File: src/rtl/uart_transceiver.sv
// rtl/uart_transceiver.sv - oversampled UART transmitter/receiver with loopback and sticky error flags
module uart_transceiver #(
  parameter int CLK_HZ     = 50000000,
  parameter int BAUD       = 9600,
  parameter int OVERSAMPLE = 16,
  parameter int DATA_BITS  = 8,
  parameter int PARITY     = 0
) (
  input  logic                 clk,
  input  logic                 rst,
  input  logic [DATA_BITS-1:0] tx_data,
  input  logic                 transmit_begin,
  output logic                 transmit_active,
  output logic                 transmit_over,
  output logic                 tx,
  input  logic                 rx,
  input  logic                 loopback,
  output logic [DATA_BITS-1:0] out_data,
  output logic                 recieve_over,
  output logic                 rx_valid,
  input  logic                 rx_ack,
  output logic                 parity_err,
  output logic                 frame_err,
  output logic                 overrun
);

  localparam int DIV_RAW = CLK_HZ / (BAUD * OVERSAMPLE);
  localparam int DIV     = (DIV_RAW < 1) ? 1 : DIV_RAW;
  localparam int DIV_W   = (DIV > 1) ? $clog2(DIV) : 1;
  localparam int TICK_W  = $clog2(OVERSAMPLE);
  localparam int BIT_W   = $clog2(DATA_BITS);

  localparam logic [DIV_W-1:0]  DIV_LAST  = DIV_W'(DIV - 1);
  localparam logic [TICK_W-1:0] TICK_LAST = TICK_W'(OVERSAMPLE - 1);
  localparam logic [TICK_W-1:0] TICK_HALF = TICK_W'(OVERSAMPLE / 2 - 1);
  localparam logic [BIT_W-1:0]  BIT_LAST  = BIT_W'(DATA_BITS - 1);

  typedef enum logic [2:0] {S_IDLE, S_START, S_DATA, S_PARITY, S_STOP} state_t;

  logic [DIV_W-1:0]     baud_cnt_q, baud_cnt_d;
  logic                 s_tick;

  state_t               tx_state_q, tx_state_d;
  logic [TICK_W-1:0]    tx_tick_q, tx_tick_d;
  logic [BIT_W-1:0]     tx_bit_q, tx_bit_d;
  logic [DATA_BITS-1:0] tx_word_q, tx_word_d;
  logic                 transmit_over_q, transmit_over_d;
  logic                 tx_bit_end;
  logic                 tx_serial;
  logic                 tx_par_bit;

  logic                 rx_meta_q, rx_meta_d;
  logic                 rx_sync_q, rx_sync_d;
  logic                 rx_in;
  state_t               rx_state_q, rx_state_d;
  logic [TICK_W-1:0]    rx_tick_q, rx_tick_d;
  logic [BIT_W-1:0]     rx_bit_q, rx_bit_d;
  logic [DATA_BITS-1:0] rx_shift_q, rx_shift_d;
  logic                 rx_par_q, rx_par_d;
  logic                 rx_sample;
  logic                 stop_strobe;
  logic                 par_bad;

  logic [DATA_BITS-1:0] out_data_q, out_data_d;
  logic                 rx_valid_q, rx_valid_d;
  logic                 parity_err_q, parity_err_d;
  logic                 frame_err_q, frame_err_d;
  logic                 overrun_q, overrun_d;

  // Free-running oversample tick divider
  always_comb begin
    s_tick     = (baud_cnt_q == DIV_LAST);
    baud_cnt_d = s_tick ? '0 : baud_cnt_q + DIV_W'(1);
  end

  // Transmit FSM: walks start, data (LSB first), optional parity and stop bits
  always_comb begin
    tx_state_d      = tx_state_q;
    tx_tick_d       = tx_tick_q;
    tx_bit_d        = tx_bit_q;
    tx_word_d       = tx_word_q;
    transmit_over_d = 1'b0;
    tx_bit_end      = s_tick && (tx_tick_q == TICK_LAST);
    if (tx_bit_end) begin
      tx_tick_d = '0;
    end else if (s_tick) begin
      tx_tick_d = tx_tick_q + TICK_W'(1);
    end
    case (tx_state_q)
      S_IDLE: begin
        tx_tick_d = '0;
        tx_bit_d  = '0;
        if (transmit_begin) begin
          tx_word_d  = tx_data;
          tx_state_d = S_START;
        end
      end
      S_START: if (tx_bit_end) tx_state_d = S_DATA;
      S_DATA: begin
        if (tx_bit_end) begin
          if (tx_bit_q == BIT_LAST) begin
            tx_state_d = (PARITY != 0) ? S_PARITY : S_STOP;
          end else begin
            tx_bit_d = tx_bit_q + BIT_W'(1);
          end
        end
      end
      S_PARITY: if (tx_bit_end) tx_state_d = S_STOP;
      S_STOP: begin
        if (tx_bit_end) begin
          tx_state_d      = S_IDLE;
          transmit_over_d = 1'b1;
        end
      end
      default: tx_state_d = S_IDLE;
    endcase
  end

  // Serial stream value for the current transmit state
  always_comb begin
    tx_par_bit = (PARITY == 1) ? ~(^tx_word_q) : (^tx_word_q);
    tx_serial  = 1'b1;
    case (tx_state_q)
      S_START:  tx_serial = 1'b0;
      S_DATA:   tx_serial = tx_word_q[tx_bit_q];
      S_PARITY: tx_serial = tx_par_bit;
      default:  tx_serial = 1'b1;
    endcase
  end

  // Receiver input select and two-flop synchroniser for the external line
  always_comb begin
    rx_meta_d = rx;
    rx_sync_d = rx_meta_q;
    rx_in     = loopback ? tx_serial : rx_sync_q;
  end

  // Receive FSM: half-bit start check, then mid-bit sampling of each bit
  always_comb begin
    rx_state_d  = rx_state_q;
    rx_tick_d   = rx_tick_q;
    rx_bit_d    = rx_bit_q;
    rx_shift_d  = rx_shift_q;
    rx_par_d    = rx_par_q;
    stop_strobe = 1'b0;
    rx_sample   = s_tick && (rx_tick_q == ((rx_state_q == S_START) ? TICK_HALF : TICK_LAST));
    if (rx_sample) begin
      rx_tick_d = '0;
    end else if (s_tick) begin
      rx_tick_d = rx_tick_q + TICK_W'(1);
    end
    case (rx_state_q)
      S_IDLE: begin
        rx_tick_d = '0;
        rx_bit_d  = '0;
        if (!rx_in) rx_state_d = S_START;
      end
      S_START: begin
        if (rx_sample) rx_state_d = rx_in ? S_IDLE : S_DATA;
      end
      S_DATA: begin
        if (rx_sample) begin
          rx_shift_d = {rx_in, rx_shift_q[DATA_BITS-1:1]};
          if (rx_bit_q == BIT_LAST) begin
            rx_state_d = (PARITY != 0) ? S_PARITY : S_STOP;
          end else begin
            rx_bit_d = rx_bit_q + BIT_W'(1);
          end
        end
      end
      S_PARITY: begin
        if (rx_sample) begin
          rx_par_d   = rx_in;
          rx_state_d = S_STOP;
        end
      end
      S_STOP: begin
        if (rx_sample) begin
          stop_strobe = 1'b1;
          rx_state_d  = S_IDLE;
        end
      end
      default: rx_state_d = S_IDLE;
    endcase
  end

  // Delivery, overrun and sticky flags; a flag set this cycle beats a clear by rx_ack
  always_comb begin
    out_data_d   = out_data_q;
    rx_valid_d   = rx_valid_q;
    parity_err_d = parity_err_q;
    frame_err_d  = frame_err_q;
    overrun_d    = overrun_q;
    par_bad      = (PARITY != 0) &&
                   ((PARITY == 1) ? ~(^rx_shift_q ^ rx_par_q) : (^rx_shift_q ^ rx_par_q));
    if (rx_ack) begin
      rx_valid_d   = 1'b0;
      parity_err_d = 1'b0;
      frame_err_d  = 1'b0;
      overrun_d    = 1'b0;
    end
    if (stop_strobe) begin
      if (!rx_valid_q || rx_ack) begin
        out_data_d = rx_shift_q;
        rx_valid_d = 1'b1;
      end else begin
        overrun_d = 1'b1;
      end
      if (par_bad) parity_err_d = 1'b1;
      if (!rx_in)  frame_err_d  = 1'b1;
    end
  end

  // State registers; synchroniser flops reset to the idle line level
  always_ff @(posedge clk or posedge rst) begin
    if (rst) begin
      baud_cnt_q      <= '0;
      tx_state_q      <= S_IDLE;
      tx_tick_q       <= '0;
      tx_bit_q        <= '0;
      tx_word_q       <= '0;
      transmit_over_q <= 1'b0;
      rx_meta_q       <= 1'b1;
      rx_sync_q       <= 1'b1;
      rx_state_q      <= S_IDLE;
      rx_tick_q       <= '0;
      rx_bit_q        <= '0;
      rx_shift_q      <= '0;
      rx_par_q        <= 1'b0;
      out_data_q      <= '0;
      rx_valid_q      <= 1'b0;
      parity_err_q    <= 1'b0;
      frame_err_q     <= 1'b0;
      overrun_q       <= 1'b0;
    end else begin
      baud_cnt_q      <= baud_cnt_d;
      tx_state_q      <= tx_state_d;
      tx_tick_q       <= tx_tick_d;
      tx_bit_q        <= tx_bit_d;
      tx_word_q       <= tx_word_d;
      transmit_over_q <= transmit_over_d;
      rx_meta_q       <= rx_meta_d;
      rx_sync_q       <= rx_sync_d;
      rx_state_q      <= rx_state_d;
      rx_tick_q       <= rx_tick_d;
      rx_bit_q        <= rx_bit_d;
      rx_shift_q      <= rx_shift_d;
      rx_par_q        <= rx_par_d;
      out_data_q      <= out_data_d;
      rx_valid_q      <= rx_valid_d;
      parity_err_q    <= parity_err_d;
      frame_err_q     <= frame_err_d;
      overrun_q       <= overrun_d;
    end
  end

  assign transmit_active = (tx_state_q != S_IDLE);
  assign transmit_over   = transmit_over_q;
  assign tx              = loopback ? 1'b1 : tx_serial;
  assign recieve_over    = stop_strobe;
  assign out_data        = out_data_q;
  assign rx_valid        = rx_valid_q;
  assign parity_err      = parity_err_q;
  assign frame_err       = frame_err_q;
  assign overrun         = overrun_q;

endmodule

File: config.mk
export PLATFORM = sky130hd
export DESIGN_NAME = uart_transceiver
export DESIGN_NICKNAME = d
export VERILOG_FILES = /design/src/rtl/uart_transceiver.sv
export SDC_FILE = /design/constraint.sdc
export NUM_CORES = 1
export LEC_CHECK = 0
export ABC_AREA = 1
export BUFFER_PORTS_ARGS = -buffer_cell sky130_fd_sc_hd__buf_2
export CORE_MARGIN = 2
export CORE_UTILIZATION = 53
export DETAILED_ROUTE_END_ITERATION = 8
export PLACE_DENSITY_LB_ADDON = 0.12
export SLEW_MARGIN = 10
export SYNTH_ARGS = -nofsm -noshare
export SYNTH_HDL_FRONTEND = slang
export SYNTH_SLANG_ARGS = --single-unit
File: constraint.sdc
create_clock -name clk -period 1.85 [get_ports clk]
set_input_delay 0.37 -clock clk [delete_from_list [all_inputs] [get_ports clk]]
set_output_delay 0.37 -clock clk [all_outputs]
set_load 0.05 [all_outputs]
==> flow_metrics.tcl <==
set metrics [dict create \
    ios 30 \
    worst_setup_path_end_kind "output pin" \
    cts.clk_slew.worst_paths_ns 0.07 \
    dieHeight_um 78.8 \
    hold_viol 0 \
    routed_wirelength_mm 5.96 \
    clock.fmax_mhz 484 \
    worst-path-buf-inv 2 \
    violations "setup timing" \
    cts.sinks 59 \
    grt_first_pass_wirelength_mm 9.69 \
    avgSynthCellArea_um2 8.26 \
    synthDistinctLibCells 34 \
    drc 0 \
    status "finished with violations" \
    wl_per_cell_um 12.1 \
    setup_tns_ns -0.931 \
    layout.cells.non_filler 491 \
    fin_area_mm2 0.00373 \
    yosysTopAreaCell "dfrtp_1" \
    clockBufferDepth 2 \
    powerDensity_mw_per_mm2 708 \
    synth-main-ff-cell "dfrtp_1" \
    worst_path_max_delay_cell "dfrtp_1" \
    h-tree-depth 3 \
    synth_cells 359 \
    hold_path.class "primary input to async pin" \
    power.leakage_nw 1.90 \
    worstPathRequired_ns 1.48 \
    ys_top_cells_by_area "dfrtp_1 48%, nand2_1 13%, inv_1 6.5%" \
    cts_made_buffers 9 \
    crit_family "simple AND/OR/NAND/NOR gates" \
    p_total_mw 2.64 \
    dp.cells 468 \
    synth_top_area_share_pct 48.1 \
    start_util_pct 54.5 \
    crit_type "flip-flop to output pin" \
    die_area_mm2 0.00621 \
    synth-edff-count 0 \
    maxCapViolations 0 \
    grt_pass1_vias 2272 \
    rsz0062_at_grt "true" \
    seq_area_frac_synth_pct 49.9 \
    core_mm2 0.00544 \
    clkLatencyLatePin_ns 0.34 \
    drt-initial-drc-count 116 \
    first_pass_iters 4 \
    fin_crit_ns 2.07 \
    ctsHoldBuffers 0 \
    utilization_pct 68.5 \
    placed_area_mm2 0.00329 \
    synth_seq_cells 59 \
    io_buffers 28 \
    vdd_drop_max_mv 0.559 \
    die_w_um 78.8 \
    start_kind "flip-flop" \
    skew_ns 0.00748 \
    yosysMostFrequentCell "nand2_1" \
    cts_tree "yes" \
    ys_warn_count 0 \
    antenna_found_initial 0 \
    asyncSetResetFlopFracSynth_pct 100 \
    gp_congestion 0.818 \
    clockRootBuffer "clkbuf_8" \
    grt.overflow.total 0 \
    period_share_pct 112 \
    fin_nets 436 \
    antennaDiodeCount 0 \
    slew_violations 0 \
    synth_nets 381 \
    grt_max_degree 60 \
    gr-usage-all-layers_pct 20.2 \
    avgViaCountPerCell 5.01 \
    setup_slack_ns -0.217 \
    ant_nets 0 \
    hpwl_mm 3.93 \
    synthTopCellsByCount "102 x nand2_1, 57 x dfrtp_1, 51 x inv_1" \
    cp.arrival_ns 1.70 \
    crit_fanout 2 \
    finalSetupViolations 12 \
    areaGrowthSynthToFinish_pct 25.7 \
    cpPeakStageDelay_ns 0.39 \
    crit_chain "inv_2, ha_1, nand2_1, nor3_2, nand2_2, nor2_4, nand3b_4, nor2_8, buf_8" \
    rows 27 \
    vias 2462 \
    drive_above_1_share_pct 30.5 \
    syn_area_mm2 0.00296 \
]
-- worst register-to-register path, delay by kind of cell, from the launching register on --
kind,cells,cell delay [ns]
adders and majority gates,1,0.13
and+or+nand+nor,6,0.73
DFF,1,0.39
AOI/OAI and AO/OA,1,0.07
buffers and inverters,4,0.49
-- routing by layer --
layer	vias up	global-route usage (%)	share of wire, %
met4	0	8.77	1.8
met1	1153	26.0	47
li1	1257	-	-
met3	8	5.68	3.5
met2	44	32.1	48
met5	-	0	0
-- cell families after synthesis --
kind of cell / after synthesis / synth area share [%]
AOI/OAI and AO/OA: 49 / 10.0
xor gates and xnor gates: 6 / 1.77
adders and majority gates: 8 / 3.38
buffers and inverters: 57 / 7.72
DFF: 59 / 49.9
other: 1 / 0.127
and+or+nand+nor: 179 / 27.1
-- where the power goes --
group	leakage, nW	switching [mW]	total [mW]	internal (mW)
registers	0.744	0.000514	1.29	1.29
clock network	0.101	0.531	1.28	0.752
logic	1.06	0.0429	0.0617	0.0187
-- cell type report --
cell class                 instances  area (µm²)
inverter                          53         205
fill                             441        1710
clock inverter                     7        92.6
timing repair buffer              48         345
tap                               72        90.1
clock buffer                       9         124
sequential                        59        1480
multi-input combinational        243        1390
-- what timing repair did --
action | CTS | global route
pin swaps | 4 | 14
setup buffers | 0 | 7
gates resized for setup | 18 | 44
endpoints found under the setup margin | 13 | 35
-- cells in the final DEF, fill, tap and decap left out, types with 4 or more instances in the layout --
master / instances
nor2_1: 29
nand2_1: 91
buf_6: 4
buf_4: 16
ha_1: 8
nor3_1: 6
inv_2: 15
o21ai_0: 15
o21ai_2: 8
dfrtp_1: 56
a21oi_1: 12
clkinvlp_4: 4
inv_1: 36
nand2_2: 11
nand3_1: 16
buf_2: 25
o21ai_1: 5
clkbuf_8: 9
-- stage by stage --
step                      hold WS, ns  worst slack [ns]
after floorplan                 0.345           -0.0888
final                          0.0912            -0.217
after global placement          0.354            0.0106
after CTS                      0.0922            -0.247
after global routing            0.104            -0.372
after detailed placement        0.347           -0.0678
-- sequential cells by signal (all words and copies together), names as in the netlist, 4 cells and up --
signal and flops:
baud_cnt_q 9, out_data 8, rx_shift_q 8, tx_word_q 8, rx_tick_q 4, tx_tick_q 4
-- path summary, 6_finish.rpt --
path | from | endpoint | slack, ns | cells past startpoint
setup / recovery | baud_cnt_q[0]$_DFF_PP0_ | recieve_over | -0.22 | 9
hold / removal | rst | tx_word_q[2]$_DFFE_PP0P_ | 0.09 | 3
setup reg to reg | baud_cnt_q[0]$_DFF_PP0_ | rx_shift_q[5]$_DFFE_PP0P_ | -0.08 | 12
hold reg to reg | rx_meta_q$_DFF_PP1_ | rx_sync_q$_DFF_PP1_ | 0.36 | 0
max in group asynchronous | rst | rx_meta_q$_DFF_PP1_ | 1.47 | 3
min in group clk | rx | rx_meta_q$_DFF_PP1_ | 0.13 | 1
(Power assumes the default switching activity.)
